--- config.mk ---
export PLATFORM = sky130hd
export DESIGN_NAME = cla_multibyte_sequencer
export DESIGN_NICKNAME = d
export VERILOG_FILES = /design/src/rtl/cla_multibyte_sequencer.sv
export SDC_FILE = /design/constraint.sdc
export NUM_CORES = 1
export LEC_CHECK = 0
export ABC_CLOCK_PERIOD_IN_PS = 2720
export BUFFER_PORTS_ARGS = -buffer_cell sky130_fd_sc_hd__buf_2
export CORE_ASPECT_RATIO = 0.8
export CORE_MARGIN = 1
export CORE_UTILIZATION = 40
export CTS_CLUSTER_DIAMETER = 50
export DETAILED_ROUTE_END_ITERATION = 6
export GPL_ROUTABILITY_DRIVEN = 1
export GPL_TIMING_DRIVEN = 0
export PLACE_DENSITY = 0.75
export SLEW_MARGIN = 10
export SYNTH_ARGS = -nofsm -noshare
export SYNTH_HDL_FRONTEND = slang
export SYNTH_SLANG_ARGS = --single-unit
--- constraint.sdc ---
create_clock -name clk -period 2.72 [get_ports clk]
set_input_delay 0.136 -clock clk [delete_from_list [all_inputs] [get_ports clk]]
set_output_delay 0.136 -clock clk [all_outputs]
set_load 0.1 [all_outputs]
--- src/rtl/cla_multibyte_sequencer.sv ---
// cla_multibyte_sequencer
// Chains an external combinational 8-bit carry-lookahead adder into an
// NBYTES-wide add/subtract engine. Operand byte pairs arrive LSB-first on a
// valid/ready stream; result bytes leave on a one-deep registered
// valid/ready stream. The MSB byte carries the final carry and signed-overflow flags.
//
// Ports:
//   clk, rst_n            clock, asynchronous active-low reset
//   clr                   synchronous abort of partial operation and output register
//   in_valid/in_ready     operand byte-pair handshake (in_a, in_b, op_sub)
//   add_a/add_b/add_cin   drive to the external adder
//   add_sum/add_cout      result from the external adder
//   out_valid/out_ready   result byte handshake (out_sum, out_last, out_carry, out_ovf)
//   busy                  partial operation in progress
`timescale 1ns/1ps

module cla_multibyte_sequencer #(
   parameter int unsigned NBYTES = 4,
   parameter int unsigned IDXW   = 3
) (
   input  logic       clk,
   input  logic       rst_n,
   input  logic       clr,
   input  logic       in_valid,
   output logic       in_ready,
   input  logic [7:0] in_a,
   input  logic [7:0] in_b,
   input  logic       op_sub,
   output logic [7:0] add_a,
   output logic [7:0] add_b,
   output logic       add_cin,
   input  logic [7:0] add_sum,
   input  logic       add_cout,
   output logic       out_valid,
   input  logic       out_ready,
   output logic [7:0] out_sum,
   output logic       out_last,
   output logic       out_carry,
   output logic       out_ovf,
   output logic       busy
);

   localparam int unsigned   BW       = 8;
   localparam logic [IDXW-1:0] LAST_IDX = IDXW'(NBYTES - 1);

   logic [IDXW-1:0] idx_q, idx_d;
   logic            carry_q, carry_d;
   logic            sub_q, sub_d;
   logic            out_valid_q, out_valid_d;
   logic [BW-1:0]   out_sum_q, out_sum_d;
   logic            out_last_q, out_last_d;
   logic            out_carry_q, out_carry_d;
   logic            out_ovf_q, out_ovf_d;

   logic            first_byte;
   logic            sub_eff;
   logic            acc;

   // Adder drive and input handshake; byte 0 takes its subtract mode live
   // from op_sub, later bytes from the latched copy.
   always_comb begin
      first_byte = (idx_q == '0);
      sub_eff    = first_byte ? op_sub : sub_q;
      add_a      = in_a;
      add_b      = in_b ^ {BW{sub_eff}};
      add_cin    = first_byte ? sub_eff : carry_q;
      in_ready   = ~clr & (~out_valid_q | out_ready);
      acc        = in_valid & in_ready;
   end

   // Byte-index state register and output pipeline register.
   always_ff @(posedge clk or negedge rst_n) begin
      if (!rst_n) begin
         idx_q       <= '0;
         carry_q     <= 1'b0;
         sub_q       <= 1'b0;
         out_valid_q <= 1'b0;
         out_sum_q   <= '0;
         out_last_q  <= 1'b0;
         out_carry_q <= 1'b0;
         out_ovf_q   <= 1'b0;
      end else begin
         idx_q       <= idx_d;
         carry_q     <= carry_d;
         sub_q       <= sub_d;
         out_valid_q <= out_valid_d;
         out_sum_q   <= out_sum_d;
         out_last_q  <= out_last_d;
         out_carry_q <= out_carry_d;
         out_ovf_q   <= out_ovf_d;
      end
   end

   // Next-state: clr aborts, an accept loads a new result byte (replacing any
   // byte drained in the same cycle), a drain alone empties the register.
   always_comb begin
      idx_d       = idx_q;
      carry_d     = carry_q;
      sub_d       = sub_q;
      out_valid_d = out_valid_q;
      out_sum_d   = out_sum_q;
      out_last_d  = out_last_q;
      out_carry_d = out_carry_q;
      out_ovf_d   = out_ovf_q;

      if (clr) begin
         idx_d       = '0;
         carry_d     = 1'b0;
         sub_d       = 1'b0;
         out_valid_d = 1'b0;
         out_last_d  = 1'b0;
         out_carry_d = 1'b0;
         out_ovf_d   = 1'b0;
      end else if (acc) begin
         out_sum_d   = add_sum;
         out_valid_d = 1'b1;
         carry_d     = add_cout;
         if (first_byte) begin
            sub_d = op_sub;
         end
         if (idx_q == LAST_IDX) begin
            idx_d       = '0;
            carry_d     = 1'b0;
            out_last_d  = 1'b1;
            out_carry_d = add_cout;
            // Overflow: operand signs agree (B as seen by the adder) but sum sign differs.
            out_ovf_d   = (in_a[BW-1] == add_b[BW-1]) & (add_sum[BW-1] != in_a[BW-1]);
         end else begin
            idx_d       = idx_q + IDXW'(1);
            out_last_d  = 1'b0;
            out_carry_d = 1'b0;
            out_ovf_d   = 1'b0;
         end
      end else if (out_valid_q & out_ready) begin
         out_valid_d = 1'b0;
      end
   end

   assign out_valid = out_valid_q;
   assign out_sum   = out_sum_q;
   assign out_last  = out_last_q;
   assign out_carry = out_carry_q;
   assign out_ovf   = out_ovf_q;
   assign busy      = (idx_q != '0);

endmodule
# After elaboration in Yosys (flattened, before gate mapping)
# Index checks and enable logic that the tools add are counted.
# classes
add_sub_neg,1
n_eq_ne,3
n_mux,22
n_bitwise,8
reduce_logical,5
# op_table
operator,count
1-bit two-way mux,19
3-bit two-way mux,3
8-bit bitwise XOR,1
3-bit nonzero test,2
1-bit AND,4
3-bit by 1-bit adder with 3-bit output (second input constant),1
3-bit by 2-bit == test with 1-bit output (second input constant),1
3-bit zero test,1
1-bit NOT,2
2-bit AND reduction,1
2-bit nonzero test,1
1-bit == test,1
1-bit != test,1
1-bit bitwise OR,1
# word_totals
register_bits,17
input_bits,31
output_inout_bits,31
elab_cells,47

# Depth between registers and ports, before layout
# Gate-level depths: netlist of the first run.
# depth
depth_word,8
depth_mapped,7

# Worst setup path before layout of the first run
# Ideal clock, no wire load.
# synth_path
kind,flip-flop to output port
startpoint,register idx_q[0]
endpoint,output add_b[0]
arrival_ns,2.714
path_slack_ns,-0.130
path_stages_with_launch,7
n_path_buf,1
path_cell_list,dfrtp_1 > inv_1 > ha_1 > nand2b_4 > buf_6 > mux2i_4 > xnor2_1
# synth_between
elab_chain_cells,3
# synth_rtl
item,line,text
from (decl),46,"logic [IDXW-1:0] idx_q, idx_d;"
from (signal assigned),83,idx_q <= idx_d;
3-bit zero test,62,first_byte = (idx_q == '0);
1-bit two-way mux,--,
8-bit bitwise XOR,65,add_b = in_b ^ {BW{sub_eff}};
to (decl),30,"output logic [7:0] add_b,"
# Every way passes these cells.

# Worst setup path in the final report of the first run
# layout_path
startpoint,register idx_q[0]
endpoint,output add_b[4]
# Same word-level chain as after synthesis.

==> results of run 1 <==
-- worst reg2reg max path, stage by stage, from the launching register on --
cell and delay [ps]:
sky130_fd_sc_hd__dfrtp_1 430, sky130_fd_sc_hd__inv_1 70, sky130_fd_sc_hd__ha_1 190, sky130_fd_sc_hd__nand2b_4 60
sky130_fd_sc_hd__buf_6 130, sky130_fd_sc_hd__a21o_1 160, sky130_fd_sc_hd__and4_1 170, sky130_fd_sc_hd__a311o_1 310
-- placed cells by master (no fill, tap or decap), types with 2 or more instances in the layout --
| cell | n |
|---|---|
| sky130_fd_sc_hd__inv_1 | 2 |
| sky130_fd_sc_hd__a21o_1 | 2 |
| sky130_fd_sc_hd__nor2b_1 | 5 |
| sky130_fd_sc_hd__buf_2 | 53 |
| sky130_fd_sc_hd__nand3_1 | 3 |
| sky130_fd_sc_hd__nor2_1 | 5 |
| sky130_fd_sc_hd__nand2b_1 | 5 |
| sky130_fd_sc_hd__buf_4 | 10 |
| sky130_fd_sc_hd__dfrtp_1 | 17 |
| sky130_fd_sc_hd__ha_1 | 2 |
| sky130_fd_sc_hd__nand2b_4 | 2 |
| sky130_fd_sc_hd__and2b_2 | 2 |
| sky130_fd_sc_hd__o21ai_1 | 2 |
| sky130_fd_sc_hd__mux2_1 | 8 |
| sky130_fd_sc_hd__clkbuf_4 | 3 |
| sky130_fd_sc_hd__xnor2_1 | 7 |
-- power by group through the flow --
stage	clock network, mW	logic, mW	registers (mW)
after floorplan	0	0.388	0.459
after global placement	0	0.640	0.298
after detailed placement	0	0.647	0.301
after CTS	0.141	0.649	0.296
after global routing	0.154	0.669	0.300
final	0.139	0.646	0.296
-- kinds of logic (layout without fill, tap and decap cells) --
| group | after synthesis | in the layout | synth area share |
|---|---|---|---|
| buf+inv | 13 | 71 | 0.0931 |
| fa+ha+maj | 2 | 2 | 0.0248 |
| flops | 17 | 17 | 0.422 |
| simple gates | 29 | 29 | 0.206 |
| mux | 11 | 11 | 0.133 |
| compound gates | 9 | 9 | 0.0608 |
| xor+xnor | 7 | 7 | 0.0608 |
-- registers in the layout, indices dropped and copies added (netlist names) --
name       count
sub_q          1
idx_q          3
out_carry      1
out_last       1
out_sum        8
out_valid      1
out_ovf        1
carry_q        1
-- timing repair --
item,in CTS,in global routing
endpoints found under the hold margin,17,0
buffers inserted,0,0
hold buffers,1,0
-- layer usage --
metal  track usage  wire [um]  part of all wire
met2         0.299       1080              0.50
met5             0          0                 0
met1         0.210        969              0.45
met3        0.0248        106             0.049
met4        0.0714          7            0.0032
-- cell type report --
class / instances / area (sq um) / share of cell area
timing repair buffer: 54 / 275 / 0.204
buffer: 11 / 86.3 / 0.0638
clock buffer: 4 / 26.3 / 0.0194
tap: 34 / 42.5 / 0.0315
inverter: 2 / 7.51 / 0.00555
multi-input combinational: 58 / 489 / 0.362
sequential: 17 / 425 / 0.315
-- per-stage QoR --
stage	total power, mW	setup TNS [ps]	hold WS [ps]
after floorplan	0.847	-912	-160
after global placement	0.938	0	70.0
after detailed placement	0.948	0	76.3
after CTS	1.09	0	46.4
after global routing	1.12	0	49.1
final	1.08	0	51.7
-- worst max path at each step --
stage,from,end,cells past startpoint
after floorplan,idx_q[0],add_b[0],6
after global placement,idx_q[0],add_b[0],7
after detailed placement,idx_q[0],add_b[4],7
after CTS,idx_q[0],add_b[4],7
after global routing,idx_q[0],add_b[4],7
final,idx_q[0],add_b[4],7
==> reports/metrics.yaml, run 1 <==
outcome:
  run_status: "complete, no violations"
timing:
  report.final.hold_viol_count: 0
  rsz_0062_raised_after_global_routing: "false"
  fin_ws_ps: 398
  timing_max_transition_violations_final: 0
  final-setup-viol-count: 0
  relSlewSlack: 0.675
  layout_min_cycle_time_ps: 2320
  f_max_mhz: 431
  max_slew.worst_pin.slew_ps: 491
  skew_ps: 2.35
  finalCritPeriodShare: 0.854
logic_synthesis:
  yosys-top-cells-area: "sky130_fd_sc_hd__dfrtp_1 42%, sky130_fd_sc_hd__mux2_1 8.9%, sky130_fd_sc_hd__buf_4 7.4%"
  seq_area_frac_synth: 0.422
  netlist_top_cells_count: "17 x sky130_fd_sc_hd__dfrtp_1, 10 x sky130_fd_sc_hd__buf_4, 8 x sky130_fd_sc_hd__mux2_1"
  synthesis.nets: 121
  yosys.area.top_type: "sky130_fd_sc_hd__dfrtp_1"
  synth_most_common_cell: "sky130_fd_sc_hd__dfrtp_1"
  post_synth_instance_area_sq_mm: 0.00101
  ys_async_sr_fraction: 1.00
  synthDominantCellAreaShare: 0.422
  synth_enable_flop_cells: 0
  flip_flop_and_latch_count_after_synthesis: 17
  synth.avg_cell_area_sq_um: 11.5
  synth_top_flop_cell: "sky130_fd_sc_hd__dfrtp_1"
  ys.warnings.count: 0
  post_synth_inst_count: 88
  yosys.cell_types.count: 30
die:
  initial_utilization: 0.444
  die_outline_area_sq_mm: 0.00273
  io_pins: 62
  dieHeight_um: 46.9
  area_of_the_core_region_sq_mm: 0.00227
  std_cell_rows: 15
  floorplan.die.width_um: 58.1
power:
  p_sw_frac: 0.578
  gate_power_share: 0.598
  p_per_area_mw_per_mm2: 799
  share_clk_of_total_power: 0.128
  p_int_mw: 0.456
  peakVddDrop_mv: 0.448
  power.sequential.fraction: 0.274
  power_switching_mw: 0.625
  static-leakage-power_nw: 0.697
clock_network:
  worst_setup_hold_path_clk_slew_ps: 100
  root_buffer: "sky130_fd_sc_hd__clkbuf_4"
  numCtsBuffers: 3
  cts_resized: 0
  h_tree_depth_reported_by_cts: 1
  cts_tree: "done"
  clkSinkCount: 17
  clock_tree.buffer_depth: 2
  clk_latency_ps: 290
layout:
  fin_area_sq_mm: 0.00135
  antenna_cells: 0
  synthToLayoutAreaGrowth_pct: 34.1
  layout-drive-gt1-share: 0.521
  layoutNonFillerInstCount: 180
  fill_cells: 185
  nets: 180
  finalCoreUtilization: 0.596
setup_path:
  critical_path.slowest_cell: "sky130_fd_sc_hd__buf_2"
  r2r-start: "idx_q[0]"
  setup.worst_path.class: "register to output port"
  timing.critical_path.from_type: "register"
  path_delay_family: "buffers and inverters"
  worst_setup_ep_type: "output port"
  critical_path.max_stage_delay_ps: 440
  cp.buffers_inverters: 3
  critical_path.reg2reg.endpoint: "out_ovf"
  critPathMaxFanout: 8
  timing.critical_path.cells: "inv_1 -> ha_1 -> nand2b_4 -> buf_6 -> mux2i_4 -> xnor2_1 -> buf_2"
  rr_worst_depth: 7
  worst_ep_required_time_ps: 2580
  cp_data_arrival_time_ps: 2190
  r2r_setup_slack_ps: 1110
route:
  post_drt_wl_per_cell_um: 12.0
  totalWireLength_mm: 2.16
  route.vias.total: 810
  drt-pass1-iter-count: 4
  dr.first_iter.drc_count: 11
  antenna_left: 0
  vias_per_cell: 4.50
  drc_errors: 0
place:
  post-place-cells: 175
  detailed_place.area_sq_mm: 0.00132
  preCtsSetupSlack_ps: 727
  count_of_input_and_output_buffers: 53
  hpwlAfterDp_mm: 1.72
  routabilityCongestion: 0.623
global_routing:
  first_pass_grt_wire_length_mm: 3.32
  track_usage: 0.168
  pin_count_of_the_biggest_net_entering_global_routing: 18
  total_gr_overflow: 0
  grt_antenna_before_repair: 0
  first_global_vias: 730
hold_path:
  min-delay-path-class: "input port to register"
  hold_depth: 2
  hold-path-endpoint: "out_sum[2]"
  worst_hold_startpoint: "add_sum[2]"
run:
  maxCapViolCount: 0
(Power assumes the default switching activity.)
==> run 2: changes to the inputs <==
Settings changed: CELL_PAD_IN_SITES_DETAIL_PLACEMENT set to 0, CELL_PAD_IN_SITES_GLOBAL_PLACEMENT set to 1, CORE_UTILIZATION 40 to 33, PLACE_DENSITY 0.75 to not set, PLACE_DENSITY_LB_ADDON set to 0.1.
==> run 2 against run 1 <==
Against the previous run: core utilization decreased by 11 points; flip-flop and latch count is the same; maximum frequency increased by 2.7%; combinational power is essentially flat; critical path type unchanged; largest cell class unchanged.
==> reports/metrics.yaml, run 2 (synthesized netlist as in run 1, its figures left out) <==
timing:
  finalCritPeriodShare: 0.831  # -0.0228
  max_slew.worst_pin.slew_ps: 491  # +0.264 ps
  report.final.hold_viol_count: 0  # unchanged
  layout_min_cycle_time_ps: 2260  # -61.9 ps
  skew_ps: 1.85  # -0.496 ps
  fin_ws_ps: 460  # +61.9 ps
  relSlewSlack: 0.675  # about the same
  final-setup-viol-count: 0  # unchanged
  rsz_0062_raised_after_global_routing: "false"
  timing_max_transition_violations_final: 0  # unchanged
  f_max_mhz: 443  # +2.7%
die:
  io_pins: 62  # unchanged
  area_of_the_core_region_sq_mm: 0.00283  # +25%
  initial_utilization: 0.356  # -0.0876
  std_cell_rows: 17  # +2
  die_outline_area_sq_mm: 0.00328  # +20%
  floorplan.die.width_um: 63.8  # +9.8%
  dieHeight_um: 51.4  # +9.7%
power:
  p_per_area_mw_per_mm2: 813  # +1.8%
  peakVddDrop_mv: 0.397  # -11%
  design_power_total_mw: 1.12  # +3.7%
  static-leakage-power_nw: 0.707  # +1.5%
global_routing:
  first_pass_grt_wire_length_mm: 3.39  # +2.3%
  track_usage: 0.137  # -0.0303
  total_gr_overflow: 0  # unchanged
  grt_antenna_before_repair: 0  # unchanged
  first_global_vias: 770  # +5.5%
  pin_count_of_the_biggest_net_entering_global_routing: 18  # unchanged
place:
  preCtsSetupSlack_ps: 717  # -9.92 ps
  post-place-cells: 179  # +2.3%
  hpwlAfterDp_mm: 1.61  # -6.5%
  count_of_input_and_output_buffers: 53  # unchanged
  routabilityCongestion: 0.638  # +2.4%
layout:
  layoutNonFillerInstCount: 184  # +2.2%
  antenna_cells: 0  # unchanged
  largest_register_ffs: 8  # unchanged
  leading_cell_types_in_the_layout_fill_and_taps_excluded: "53 x sky130_fd_sc_hd__buf_2, 17 x sky130_fd_sc_hd__dfrtp_1, 10 x sky130_fd_sc_hd__buf_4"
  layout-drive-gt1-share: 0.527  # +0.00685
  nets: 180  # unchanged
  synthToLayoutAreaGrowth_pct: 36.6
  mostFrequentLayoutCell: "sky130_fd_sc_hd__buf_2"
  fill_cells: 280  # +51%
route:
  dr.first_iter.drc_count: 25  # +14
  drt-pass1-iter-count: 3  # -1
  vias_per_cell: 4.42  # -1.7%
  route.vias.total: 814  # +0.49%
  antenna_left: 0  # unchanged
  post_drt_wl_per_cell_um: 10.7  # -11%
  totalWireLength_mm: 1.96  # -9.3%
  drc_errors: 0  # unchanged
outcome:
  run_status: "complete, no violations"
setup_path:
  cp_data_arrival_time_ps: 2120  # -70 ps
  setup.worst_path.class: "register to output port"
  worst_setup_ep_type: "output port"
  r2r-start: "idx_q[0]"
  cp-startpoint: "idx_q[0]"
  worst_ep_required_time_ps: 2580  # about the same
  critPathMaxFanout: 8  # unchanged
  r2r_setup_slack_ps: 1090  # -20 ps
  timing.critical_path.from_type: "register"
hold_path:
  worst_hold_startpoint: "add_sum[0]"
  min-delay-path-class: "input port to register"
clock_network:
  h_tree_depth_reported_by_cts: 1  # unchanged
  worst_setup_hold_path_clk_slew_ps: 60  # -40 ps
  clk_latency_ps: 250  # -40 ps
  cts_tree: "done"
  cts_setup_buffers: 0  # unchanged
  root_buffer: "sky130_fd_sc_hd__clkbuf_8"
  clock_tree.buffer_depth: 2  # unchanged
  cts_resized: 0  # unchanged
  numCtsBuffers: 3  # unchanged
  clkSinkCount: 17  # unchanged
run:
  maxCapViolCount: 0  # unchanged
==> run 2: power by group <==
group / internal, mW / switching [mW]
sequential: 0.280 / 0.0142
combinational: 0.118 / 0.525
clock: 0.101 / 0.0810
total: 0.500 / 0.620
==> run 2: metrics by stage <==
stage / cell area, sq um / TNS, ps / util / hold WS (ps)
floorplan: 1010 / -912 / - / -160
global placement: 1320 / 0 / 0.467 / 77.6
detailed placement: 1320 / 0 / 0.467 / 79.7
CTS: 1380 / 0 / 0.487 / 97.1
global route: 1380 / 0 / 0.487 / 96.4
finish: 1380 / 0 / 0.487 / 101
==> run 2: worst max-delay path: stages (launching register included) <==
cell and delay [ps]:
sky130_fd_sc_hd__dfrtp_1 400, sky130_fd_sc_hd__inv_1 60, sky130_fd_sc_hd__ha_1 220, sky130_fd_sc_hd__nand2b_4 70, sky130_fd_sc_hd__buf_6 120, sky130_fd_sc_hd__mux2i_4 390
sky130_fd_sc_hd__xnor2_1 160, sky130_fd_sc_hd__buf_2 440
==> run 2: what timing repair did <==
| action | 4_1_cts | 5_1_grt |
|---|---|---|
| setup endpoints to repair | 0 | 0 |
| hold buffers | 1 | 0 |
| endpoints found under the hold margin | 17 | 0 |
==> run 2: area by class of cell <==
type	instances	area, sq um	area share
well taps	38	47.5	0.0345
flip-flops and latches	17	425	0.309
plain buffers	11	86.3	0.0627
clock buffers	3	41.3	0.0300
clock inverters	1	5.00	0.00363
multi-input cells	58	489	0.355
repair buffers	54	275	0.200
inverters	2	7.51	0.00545
==> run 2: path summary, 6_finish.rpt <==
kind,cells past startpoint,to
max reg2reg,7,out_ovf
min,2,out_sum[0]
min reg2reg,1,out_sum[0]
max,7,add_b[3]
min in group asynchronous,2,out_carry
max in group asynchronous,2,out_ovf
==> run 2: metal layers <==
metal	track usage	part of all wire	vias up
li1	-	-	405
met1	0.170	0.46	370
met2	0.232	0.47	37
met3	0.0424	0.066	2
met4	0.0341	0.011	0
met5	0	0	-
